File: src/rtl/lab2_proc_xm_pkg.sv
// Shared encodings and payload type for the X->M pipeline stage.
package lab2_proc_xm_pkg;

  localparam int unsigned DataW    = 32;
  localparam int unsigned RegAddrW = 5;

  typedef enum logic [2:0] {
    BR_NONE = 3'd0,
    BR_BEQ  = 3'd1,
    BR_BNE  = 3'd2,
    BR_BLT  = 3'd3,
    BR_BGE  = 3'd4,
    BR_BLTU = 3'd5,
    BR_BGEU = 3'd6,
    BR_JUMP = 3'd7
  } br_type_e;

  typedef enum logic [1:0] {
    MEM_NONE  = 2'd0,
    MEM_LOAD  = 2'd1,
    MEM_STORE = 2'd2
  } mem_type_e;

  typedef struct packed {
    logic [DataW-1:0]    alu_out;
    logic [RegAddrW-1:0] rf_waddr;
    logic                rf_wen;
    logic [1:0]          mem_type;
    logic [DataW-1:0]    wdata;
  } xm_payload_t;

endpackage

File: src/rtl/lab2_proc_xm_skid_buf.sv
// Two-entry in-order buffer between X and M; head entry is always held in a register.
import lab2_proc_xm_pkg::*;

module lab2_proc_xm_skid_buf #(
  parameter int unsigned p_entries = 2
) (
  input  logic        clk,
  input  logic        reset,
  input  logic        enq_val,
  input  xm_payload_t enq_data,
  input  logic        deq_rdy,
  output logic        deq_val,
  output xm_payload_t deq_data,
  output logic        full_next_c
);

  typedef enum logic [1:0] {
    EMPTY = 2'd0,
    ONE   = 2'd1,
    TWO   = 2'd2
  } state_e;

  state_e      state_q, state_d;
  xm_payload_t head_q, head_d;
  xm_payload_t tail_q, tail_d;
  logic        val_q, val_d;
  logic        deq_c;

  assign deq_c = val_q && deq_rdy;

  always_comb begin
    state_d = state_q;
    head_d  = head_q;
    tail_d  = tail_q;
    unique case (state_q)
      EMPTY: begin
        if (enq_val) begin
          state_d = ONE;
          head_d  = enq_data;
        end
      end
      ONE: begin
        if (enq_val && deq_c) begin
          head_d = enq_data;
        end else if (enq_val) begin
          state_d = TWO;
          tail_d  = enq_data;
        end else if (deq_c) begin
          state_d = EMPTY;
        end
      end
      // Upstream cannot enqueue while full, so only a drain is possible here.
      TWO: begin
        if (deq_c) begin
          state_d = ONE;
          head_d  = tail_q;
        end
      end
      default: state_d = EMPTY;
    endcase
    val_d       = (state_d != EMPTY);
    full_next_c = (32'(state_d) >= p_entries);
  end

  always_ff @(posedge clk) begin
    if (!reset) begin
      state_q <= EMPTY;
      head_q  <= '0;
      tail_q  <= '0;
      val_q   <= 1'b0;
    end else begin
      state_q <= state_d;
      head_q  <= head_d;
      tail_q  <= tail_d;
      val_q   <= val_d;
    end
  end

  assign deq_val  = val_q;
  assign deq_data = head_q;

endmodule

File: src/rtl/lab2_proc_xm_stage.sv
// X->M stage: resolves branches, raises a one-cycle fetch redirect and squashes the wrong-path slot.
import lab2_proc_xm_pkg::*;

module lab2_proc_xm_stage #(
  parameter int unsigned p_entries = 2
) (
  input  logic                clk,
  input  logic                reset,
  input  logic                in_val,
  output logic                in_rdy,
  input  logic [DataW-1:0]    in_alu_out,
  input  logic                in_ops_eq,
  input  logic                in_ops_lt,
  input  logic                in_ops_ltu,
  input  logic [2:0]          in_br_type,
  input  logic [DataW-1:0]    in_br_target,
  input  logic [RegAddrW-1:0] in_rf_waddr,
  input  logic                in_rf_wen,
  input  logic [1:0]          in_mem_type,
  input  logic [DataW-1:0]    in_wdata,
  output logic                out_val,
  input  logic                out_rdy,
  output logic [DataW-1:0]    out_alu_out,
  output logic [RegAddrW-1:0] out_rf_waddr,
  output logic                out_rf_wen,
  output logic [1:0]          out_mem_type,
  output logic [DataW-1:0]    out_wdata,
  output logic                redirect_val,
  output logic [DataW-1:0]    redirect_target
);

  logic             redirect_val_q, redirect_val_d;
  logic [DataW-1:0] redirect_target_q, redirect_target_d;
  logic             in_rdy_q, in_rdy_d;
  logic             taken_c, enq_c, full_next_c;
  xm_payload_t      in_pay_c, head_c;

  always_comb begin
    taken_c = 1'b0;
    unique case (br_type_e'(in_br_type))
      BR_NONE: taken_c = 1'b0;
      BR_BEQ:  taken_c = in_ops_eq;
      BR_BNE:  taken_c = !in_ops_eq;
      BR_BLT:  taken_c = in_ops_lt;
      BR_BGE:  taken_c = !in_ops_lt;
      BR_BLTU: taken_c = in_ops_ltu;
      BR_BGEU: taken_c = !in_ops_ltu;
      BR_JUMP: taken_c = 1'b1;
      default: taken_c = 1'b0;
    endcase
  end

  // A transfer during the redirect cycle is the wrong-path instruction and is dropped.
  always_comb begin
    in_pay_c          = '0;
    in_pay_c.alu_out  = in_alu_out;
    in_pay_c.rf_waddr = in_rf_waddr;
    in_pay_c.rf_wen   = in_rf_wen;
    in_pay_c.mem_type = in_mem_type;
    in_pay_c.wdata    = in_wdata;
    enq_c             = in_val && in_rdy_q && !redirect_val_q;
    redirect_val_d    = enq_c && taken_c;
    redirect_target_d = redirect_val_d ? in_br_target : redirect_target_q;
    in_rdy_d          = !full_next_c || redirect_val_d;
  end

  always_ff @(posedge clk) begin
    if (!reset) begin
      redirect_val_q    <= 1'b0;
      redirect_target_q <= '0;
      in_rdy_q          <= 1'b0;
    end else begin
      redirect_val_q    <= redirect_val_d;
      redirect_target_q <= redirect_target_d;
      in_rdy_q          <= in_rdy_d;
    end
  end

  lab2_proc_xm_skid_buf #(
    .p_entries (p_entries)
  ) u_skid_buf (
    .clk         (clk),
    .reset       (reset),
    .enq_val     (enq_c),
    .enq_data    (in_pay_c),
    .deq_rdy     (out_rdy),
    .deq_val     (out_val),
    .deq_data    (head_c),
    .full_next_c (full_next_c)
  );

  assign in_rdy          = in_rdy_q;
  assign redirect_val    = redirect_val_q;
  assign redirect_target = redirect_target_q;
  assign out_alu_out     = head_c.alu_out;
  assign out_rf_waddr    = head_c.rf_waddr;
  assign out_rf_wen      = head_c.rf_wen;
  assign out_mem_type    = head_c.mem_type;
  assign out_wdata       = head_c.wdata;

endmodule

File: config.mk
export PLATFORM = sky130hd
export DESIGN_NAME = lab2_proc_xm_stage
export DESIGN_NICKNAME = d
export VERILOG_FILES = /design/src/rtl/lab2_proc_xm_pkg.sv /design/src/rtl/lab2_proc_xm_skid_buf.sv /design/src/rtl/lab2_proc_xm_stage.sv
export SDC_FILE = /design/constraint.sdc
export NUM_CORES = 1
export LEC_CHECK = 0
export BUFFER_PORTS_ARGS = -buffer_cell sky130_fd_sc_hd__buf_2
export CAP_MARGIN = 10
export CORE_MARGIN = 4
export CORE_UTILIZATION = 25
export CTS_BUF_LIST = sky130_fd_sc_hd__clkbuf_16
export DETAILED_ROUTE_END_ITERATION = 8
export PLACE_DENSITY = 0.42
export SYNTH_ARGS = -nofsm -noshare
export SYNTH_HDL_FRONTEND = slang
export SYNTH_HIERARCHICAL = 1
export SYNTH_SLANG_ARGS = --single-unit
File: constraint.sdc
create_clock -name clk -period 1.7 [get_ports clk]
set_clock_uncertainty 0.15 [all_clocks]
set_input_delay 0.34 -clock clk [delete_from_list [all_inputs] [get_ports clk]]
set_output_delay 0.34 -clock clk [all_outputs]
set_load 0.02 [all_outputs]
==> results.sh, run 1 <==
export IMPL_cts_tree="built"
export IMPL_drtAntennaViolNets=0
export IMPL_synth_fp_nets=930
export IMPL_place_hpwl_um=15880
export IMPL_hp_class="in2reg"
export IMPL_syn_inst=816
export IMPL_globalplace_congestion=0.7083
export IMPL_htreeDepth=4
export IMPL_rows=64
export IMPL_fin_crit_ns=1.785
export IMPL_area_growth_syn_to_layout_pct=48.82
export IMPL_yosys_warnings=6
export IMPL_hold_start="in_wdata[31]"
export IMPL_synth_commonest_cells="nand2_1 (211), dfxtp_1 (181), mux2i_1 (104)"
export IMPL_grt_pass1_wl_um=39500
export IMPL_synth_area_um2=7920
export IMPL_synth_area_top_cells="dfxtp_1 (46%), mux2i_1 (13%), nand2_1 (10%)"
export IMPL_cp_data_required_time_ns=1.91
export IMPL_netlist_area_leader_share=0.4575
export IMPL_cts_max_path_buffers=2
export IMPL_synth_edff_count=0
export IMPL_post_synth_top_count_cell="nand2_1"
export IMPL_clk_pin_slew_ns=0.08
export IMPL_root_buffer="clkbuf_16"
export IMPL_num_vias=6860
export IMPL_leakagePower_nw=5.384
export IMPL_cts_sinks=181
export IMPL_die_h_um=186.0
export IMPL_rsz0062_at_grt="true"
export IMPL_ys_types=33
export IMPL_tightest_slew_ns=0.3036
export IMPL_nFillCells=3132
export IMPL_drt_iter0_drc=259
export IMPL_violations="negative setup slack"
export IMPL_tns_ns=-5.223
export IMPL_setup_ws_ns=-0.08545
export IMPL_crit_path_start="in_rdy"
export IMPL_die_x_um=186.0
export IMPL_hold_depth=3
export IMPL_antenna_found_initial=2
export IMPL_cp_data_arrival_time_ns=1.99
export IMPL_drc=0
export IMPL_maxCapViolCount=0
export IMPL_dieArea_um2=34590
export IMPL_slew_violations=0
export IMPL_fmax_mhz=560.1
export IMPL_timing_final_crit_share=1.050
export IMPL_first_pass_iters=7
export IMPL_yosysSeqAreaShare=0.4575
export IMPL_multi_input_comb_area_um2=3949
export IMPL_viasPerCell=4.460
export IMPL_clk_latency_ns=0.43
export IMPL_instances_no_fill=1538
export IMPL_crit_path_end_kind="flop"
export IMPL_synth_seq_cells=181
export IMPL_routedWlPerCell_um=17.89
export IMPL_cts_buffers=17
export IMPL_ys_flop_type="dfxtp_1"
export IMPL_grt_max_degree=50
export IMPL_core_area_um2=30910
export IMPL_drt_wl_total_um=27520
export IMPL_synth_top_area_cell="dfxtp_1"
export IMPL_gr_total_overflow=0
export IMPL_crit_fanout=12
export IMPL_finalHoldViolCount=0
export IMPL_rr_worst_depth=8
export IMPL_rr_startpoint="in_rdy"
export IMPL_io_pin_count=221
export IMPL_pre_cts_slack_ns=-0.2067
export IMPL_startpoint_type="flop"
export IMPL_slew_headroom=0.7959
export IMPL_register_area_um2=3626
export IMPL_irDropWorstVdd_mv=0.6138
export IMPL_power_density_nw_per_um2=891.2
export IMPL_setup_viol=100
export IMPL_syn_avg_cell_area_um2=9.706
export IMPL_critPathKind="reg2reg"
export IMPL_status="finished with violations"
export IMPL_start_util=0.2562
export IMPL_nets=1242
export IMPL_async_reset_ff_frac=0
export IMPL_grt_pass1_vias=6767
export IMPL_drive_gt1_frac=0.3874
export IMPL_portBuffers=220
export IMPL_track_usage=0.1449
export IMPL_dp_cells=1398
[logic make-up after synthesis]
family | Yosys count | share of synthesized area
and+or+nand+nor | 230 | 0.1158
buffers and inverters | 75 | 0.07062
DFF | 181 | 0.4575
AOI/OAI and AO/OA | 226 | 0.2246
muxes | 104 | 0.1314
[report_power, final]
| part | switching, mW | internal, mW | total, mW |
|---|---|---|---|
| logic | 1.08 | 0.960 | 2.04 |
| registers | 0.127 | 4.47 | 4.60 |
| clock network | 1.95 | 1.92 | 3.87 |
[flip-flops by register name, summed over array words and instances (netlist names)]
| register | flops |
|---|---|
| in_rdy | 1 |
| u_skid_buf/tail_q | 72 |
| u_skid_buf/deq_data | 72 |
| redirect_val | 1 |
| u_skid_buf/deq_val | 1 |
| u_skid_buf/state_q | 2 |
| redirect_target | 32 |
[worst paths after layout]
path	endpoint	slack, ns
setup / recovery	redirect_target[3]	-0.09
hold / removal	u_skid_buf/tail_q[31]	0.005
setup reg to reg	redirect_target[3]	-0.09
hold reg to reg	u_skid_buf/tail_q[14]	0.30
[layer usage]
metal,track usage,wire length [um],part of all wire
met1,0.1980,13000,0.47
met3,0.04143,1810,0.066
met5,0,13,0.00047
met2,0.2281,12430,0.45
met4,0.03235,258,0.0094
[critical path, cell delays in order (launching register included)]
cell and delay, ns:
dfxtp_2 0.34, nand2_2 0.07, nor2_4 0.19, buf_4 0.14, buf_4 0.09, buf_4 0.09
and4_4 0.26, buf_12 0.17, mux2i_2 0.22
[cells in the final DEF (no fill, tap or decap), types with 4 or more instances in the layout]
master         instances
clkbuf_16             28
dfxtp_1              179
buf_2                219
o31ai_1               69
buf_4                 17
nand2_1              195
a21boi_1              59
buf_6                 11
a21boi_2              11
buf_12                29
dlygate4sd3_1         71
nand2_4                8
buf_16                 9
mux2i_1              103
a21oi_2               71
inv_6                  4
nand2_2                8
[final cells by class]
type,instances,share of cell area
clock buffer,17,0.03609
tap,396,0.04204
inverter,1,0.0003185
multi-input combinational,560,0.3350
antenna,1,0.0002123
clock inverter,15,0.01040
sequential,181,0.3076
timing repair buffer,367,0.2683
[metrics by stage]
| step | area [um^2] | util | power [mW] | hold slack (ns) |
|---|---|---|---|---|
| 3_5_place_dp | 9585 | 0.3101 | 6.300 | 0.2940 |
| 6_report | 11790 | 0.3813 | 10.50 | 0.005024 |
| 3_3_place_gp | 9585 | 0.3101 | 6.296 | 0.2890 |
| 2_1_floorplan | 7929 | - | 5.677 | 0.2844 |
| 4_1_cts | 11210 | 0.3628 | 10.53 | 0.0006935 |
| 5_1_grt | 11790 | 0.3813 | 10.99 | -0.003111 |
[repair_timing]
action / 4_1_cts / 5_1_grt
hold buffers: 71 / 0
resized for setup: 23 / 70
cloned: 6 / 15
hold endpoints to repair: 71 / 0
buffers inserted: 11 / 7
setup endpoints to repair: 104 / 176
pin swaps: 1 / 26
Power figures use the tool's default switching activity.
==> run 2: changes to the inputs <==
--- a/config.mk
+++ b/config.mk
@@ -13,3 +13,4 @@
 export DETAILED_ROUTE_END_ITERATION = 8
-export PLACE_DENSITY = 0.42
+export PLACE_DENSITY = 0.4
+export REMOVE_ABC_BUFFERS = 1
 export SYNTH_ARGS = -nofsm -noshare
==> constraint.sdc (replaced) <==
create_clock -name clk -period 2.1 [get_ports clk]
set_clock_uncertainty 0.15 [all_clocks]
set_input_delay 0.42 -clock clk [delete_from_list [all_inputs] [get_ports clk]]
set_output_delay 0.42 -clock clk [all_outputs]
set_load 0.005 [all_outputs]
==> run 2 against run 1 <==
The run now ends clean. Critical path type unchanged. Setup slack better by 0.30 ns. Sequential power down 19%. Clock power down 21%.
==> results.sh, run 2 (synthesis gave the netlist of run 1 again) <==
export IMPL_nets=1134
export IMPL_startpoint_type="flop"
export IMPL_slew_violations=0
export IMPL_cts_tree="built"
export IMPL_root_buffer="clkbuf_16"
export IMPL_clk_latency_ns=0.44
export IMPL_ctsHoldBuffers=0
export IMPL_slew_headroom=0.7809
export IMPL_place_hpwl_um=15940
export IMPL_p_int_mw=5.747
export IMPL_grt_pass1_vias=6209
export IMPL_diodes=0
export IMPL_core_area_um2=30910
export IMPL_switching_share=0.2687
export IMPL_hold_path_end="u_skid_buf/tail_q[6]"
export IMPL_rr_startpoint="in_rdy"
export IMPL_rows=64
export IMPL_fin_crit_ns=1.882
export IMPL_track_usage=0.1347
export IMPL_portBuffers=220
export IMPL_routedWlPerCell_um=16.45
export IMPL_power_frac_clock=0.387
export IMPL_antenna_found_initial=2
export IMPL_crit_fanout=23
export IMPL_ctsResizeCount=0
export IMPL_hold_start="in_wdata[6]"
export IMPL_io_pin_count=221
export IMPL_irDropWorstVdd_mv=0.5034
export IMPL_hold_depth=3
export IMPL_cp_data_arrival_time_ns=2.05
export IMPL_reg2reg_to="u_skid_buf/deq_data[40]"
export IMPL_drt_wl_total_um=23490
export IMPL_drtAntennaViolNets=0
export IMPL_finalHoldViolCount=0
export IMPL_viasPerCell=4.504
export IMPL_utilization=0.3260
export IMPL_clk_pin_slew_ns=0.07
export IMPL_status="complete, no violations"
export IMPL_drt_iter0_drc=202
export IMPL_drive_gt1_frac=0.3527
export IMPL_rr_worst_depth=7
export IMPL_globalplace_congestion=0.7559
export IMPL_timing_final_crit_share=0.8964
export IMPL_grt_pass1_wl_um=36540
export IMPL_hp_class="in2reg"
export IMPL_cts_buffers=17
export IMPL_dieArea_um2=34590
export IMPL_area_growth_syn_to_layout_pct=27.22
export IMPL_start_util=0.2562
export IMPL_cts_max_path_buffers=2
export IMPL_tns_ns=0
export IMPL_p_seq_frac=0.473
export IMPL_cts_sinks=181
export IMPL_final_common_cell="buf_2"
export IMPL_crit_path_end_kind="flop"
export IMPL_num_vias=6432
export IMPL_final_cell_mix="buf_2 (219), nand2_1 (211), dfxtp_1 (181)"
export IMPL_cp_data_required_time_ns=2.26
export IMPL_htreeDepth=4
export IMPL_drc=0
export IMPL_leakagePower_nw=4.636
export IMPL_fmax_mhz=531.3
export IMPL_rsz0062_at_grt="false"
export IMPL_power_density_nw_per_um2=780.0
export IMPL_p_sw_mw=2.111
export IMPL_first_pass_iters=4
export IMPL_die_x_um=186.0
export IMPL_gr_total_overflow=0
export IMPL_maxCapViolCount=0
export IMPL_critPathKind="reg2reg"
export IMPL_setup_viol=0
export IMPL_tightest_slew_ns=0.3279
export IMPL_cts_setup_buffers=0
export IMPL_grt_max_degree=66
export IMPL_die_h_um=186.0
export IMPL_regToRegSetupSlack_ns=0.22
export IMPL_combPwrFrac=0.140
-- run 2: power by group through the flow --
stage	sequential, mW	clock (mW)	combinational [mW]
2_1_floorplan	3.80	0	0.487
3_3_place_gp	3.80	0	1.12
3_5_place_dp	3.80	0	1.12
4_1_cts	3.72	3.19	1.12
5_1_grt	3.74	3.31	1.22
6_report	3.72	3.04	1.10
-- run 2: worst max-delay path, stage by stage (launching register included) --
cell and delay [ns]:
dfxtp_1 0.35, nand2_1 0.06, nor2_1 0.22, nand2b_1 0.19, a21oi_4 0.25, or2_4 0.24, buf_12 0.22, a21oi_2 0.07
-- run 2: area by class of cell --
class / count / area (um^2)
clock inverter: 14 / 113.9
clock buffer: 17 / 425.4
sequential: 181 / 3623
multi-input combinational: 560 / 3764
tap: 396 / 495.5
inverter: 1 / 3.754
fill: 3269 / 20830
timing repair buffer: 259 / 1650
-- run 2: per-stage QoR --
stage | instance area (um^2) | cells | hold WS (ns) | setup slack, ns | power (mW)
2_1_floorplan | 7365 | 742 | 0.2844 | -2.976 | 4.286
3_3_place_gp | 9537 | 1397 | 0.2892 | 0.04485 | 4.922
3_5_place_dp | 9537 | 1397 | 0.2944 | 0.04253 | 4.922
4_1_cts | 10080 | 1428 | 0.04036 | 0.1827 | 8.039
5_1_grt | 10080 | 1428 | 0.05081 | 0.03834 | 8.274
6_report | 10080 | 1428 | 0.07142 | 0.2177 | 7.859
-- run 2: worst max path at each step --
stage,cells past startpoint,to,start,slack (ns)
floorplan,6,u_skid_buf/deq_data[19],in_val,-2.98
global placement,8,u_skid_buf/deq_data[45],in_val,0.04
detailed placement,8,u_skid_buf/deq_data[26],in_val,0.04
CTS,7,u_skid_buf/deq_data[38],in_rdy,0.18
global route,7,u_skid_buf/tail_q[66],in_rdy,0.04
finish,7,u_skid_buf/deq_data[40],in_rdy,0.22
-- run 2: routing by layer --
| layer | vias to the layer above | track usage | wire, um |
|---|---|---|---|
| li1 | 3230 | - | - |
| met1 | 2990 | 0.1849 | 11380 |
| met2 | 187 | 0.2045 | 10120 |
| met3 | 21 | 0.04358 | 1711 |
| met4 | 4 | 0.03585 | 250 |
| met5 | - | 0 | 26 |
==> run 3: changes to the inputs <==
Settings changed: CORE_UTILIZATION 25 to 56, PLACE_DENSITY 0.4 to 0.81.
==> run 3 against run 2 <==
Maximum frequency is 3.2% lower. Utilization is 36 points higher. Via count is 1.1% higher. Largest power group unchanged. Setup slack worse by 0.063 ns. Combinational power is 7% lower.
==> results.sh, run 3 (synthesis gave the netlist of run 1 again) <==
export IMPL_finalHoldViolCount=0
export IMPL_multi_input_comb_area_um2=3755
export IMPL_crit_path_end_kind="flop"
export IMPL_clk_pin_slew_ns=0.07
export IMPL_setup_ws_ns=0.1547
export IMPL_regToRegSetupSlack_ns=0.15
export IMPL_nFillCells=1149
export IMPL_clk_latency_ns=0.43
export IMPL_htreeDepth=4
export IMPL_grt_max_degree=49
export IMPL_rsz0062_at_grt="false"
export IMPL_cp_data_required_time_ns=2.26
export IMPL_worstSetupEndpoint="u_skid_buf/deq_data[19]"
export IMPL_io_pin_count=221
export IMPL_status="complete, no violations"
export IMPL_wl_met3_um=1419
export IMPL_fmax_mhz=514.1
export IMPL_area_growth_syn_to_layout_pct=20.62
export IMPL_first_pass_iters=5
export IMPL_start_util=0.5706
export IMPL_place_hpwl_um=13100
export IMPL_setup_viol=0
export IMPL_utilization=0.6882
export IMPL_crit_fanout=32
export IMPL_root_buffer="clkbuf_16"
export IMPL_diodes=0
export IMPL_drive_gt1_frac=0.3438
export IMPL_cts_sinks=181
export IMPL_grt_pass1_wl_um=31110
export IMPL_leakagePower_nw=4.526
export IMPL_timing_final_crit_share=0.9263
export IMPL_rr_worst_depth=7
export IMPL_fin_crit_ns=1.945
export IMPL_rr_startpoint="in_rdy"
export IMPL_core_area_um2=13880
export IMPL_design_area_um2=9553
export IMPL_die_h_um=126.9
export IMPL_slew_headroom=0.6787
export IMPL_critPathKind="reg2reg"
export IMPL_dieArea_um2=16110
export IMPL_met2_length_um=9208
export IMPL_hp_class="in2reg"
export IMPL_globalplace_congestion=0.7890
export IMPL_crit_path_start="in_rdy"
export IMPL_wl_met1_um=8364
export IMPL_track_usage=0.2374
export IMPL_nets=1122
export IMPL_slowest_delay_ns=0.35
export IMPL_viasPerCell=5.412
export IMPL_slew_violations=0
export IMPL_die_x_um=126.9
export IMPL_startpoint_type="flop"
export IMPL_power_density_nw_per_um2=784.7
export IMPL_cts_tree="built"
export IMPL_reg2reg_to="u_skid_buf/deq_data[19]"
export IMPL_cpMaxStageDelayCell="dfxtp_1"
export IMPL_drt_iter0_drc=317
export IMPL_drt_wl_total_um=19170
export IMPL_antenna_found_initial=1
export IMPL_pre_cts_slack_ns=0.05382
export IMPL_irDropWorstVdd_mv=0.5367
export IMPL_num_vias=6500
export IMPL_register_area_um2=3623
export IMPL_dr_max_layer_used="met5"
export IMPL_drc=0
export IMPL_maxCapViolCount=0
export IMPL_portBuffers=220
export IMPL_dpl_cell_area_um2=9049
export IMPL_cp_data_arrival_time_ns=2.10
export IMPL_cts_buffers=17
export IMPL_final_cell_mix="buf_2 (219), nand2_1 (211), dfxtp_1 (181)"
export IMPL_tightest_slew_ns=0.4819
export IMPL_gr_total_overflow=0
export IMPL_routedWlPerCell_um=15.96
export IMPL_hold_depth=3
export IMPL_rows=43
export IMPL_crit_chain="nand2_1 > nor2_1 > nand2b_1 > a21oi_4 > or2_4 > buf_12 > a21oi_1"
export IMPL_power_mw=7.496
export IMPL_grt_pass1_vias=6308
export IMPL_drtAntennaViolNets=0
export IMPL_final_common_cell="buf_2"
export IMPL_cts_max_path_buffers=2
[run 3: cell types whose count changed in the layout (fill, tap and decap cells not counted), moves of 2 or more]
cell      delta
clkinv_2     +3
inv_6        -2
buf_12       -9
clkinv_1     +2
buf_4        -2
[run 3: worst min path at each step]
| stage | end | from | slack [ns] |
|---|---|---|---|
| finish | u_skid_buf/tail_q[14] | in_wdata[14] | 0.08 |
| global route | u_skid_buf/tail_q[10] | in_wdata[10] | 0.07 |
| CTS | u_skid_buf/tail_q[8] | in_wdata[8] | 0.07 |
| detailed placement | u_skid_buf/tail_q[3] | u_skid_buf/tail_q[3] | 0.29 |
| global placement | u_skid_buf/tail_q[11] | u_skid_buf/tail_q[11] | 0.29 |
| floorplan | u_skid_buf/tail_q[10] | u_skid_buf/tail_q[10] | 0.28 |
[run 3: area by class of cell]
| class | count | area share |
|---|---|---|
| clock buffers | 17 | 0.04453 |
| multi-input cells | 560 | 0.3931 |
| inverters | 1 | 0.0003929 |
| clock inverters | 15 | 0.007990 |
| flip-flops and latches | 181 | 0.3793 |
| well taps | 180 | 0.02358 |
| repair buffers | 247 | 0.1511 |
[run 3: metrics by stage]
stage / setup TNS, ns / hold WS [ns] / instances
after global placement: 0 / 0.2891 / 1169
after CTS: 0 / 0.06508 / 1201
after floorplan: -265.94 / 0.2844 / 742
after global routing: 0 / 0.07121 / 1201
final: 0 / 0.08199 / 1201
after detailed placement: 0 / 0.2941 / 1169
[run 3: routing by layer]
layer  vias up  track usage
li1       3218            -
met1      3026       0.2992
met2       233       0.4016
met3        21      0.06611
met4         2      0.06246
met5         -            0
[run 3: power breakdown]
group	switching, mW	internal [mW]
Sequential	0.104	3.62
Clock	1.28	1.47
Combinational	0.549	0.471
[run 3: worst max-delay path: cells and delay by family, from the launching register on]
| kind | cells | cell delay [ns] |
|---|---|---|
| compound gates | 2 | 0.37 |
| buf+inv | 1 | 0.24 |
| flops | 1 | 0.35 |
| simple gates | 4 | 0.70 |
[run 3: timing repair]
| action | in CTS | in global routing |
|---|---|---|
| endpoints found under the setup margin | 0 | 2 |
| endpoints found under the hold margin | 0 | 0 |
| hold buffers | 0 | 0 |
| buffers inserted | 0 | 0 |
| resized for setup | 0 | 1 |
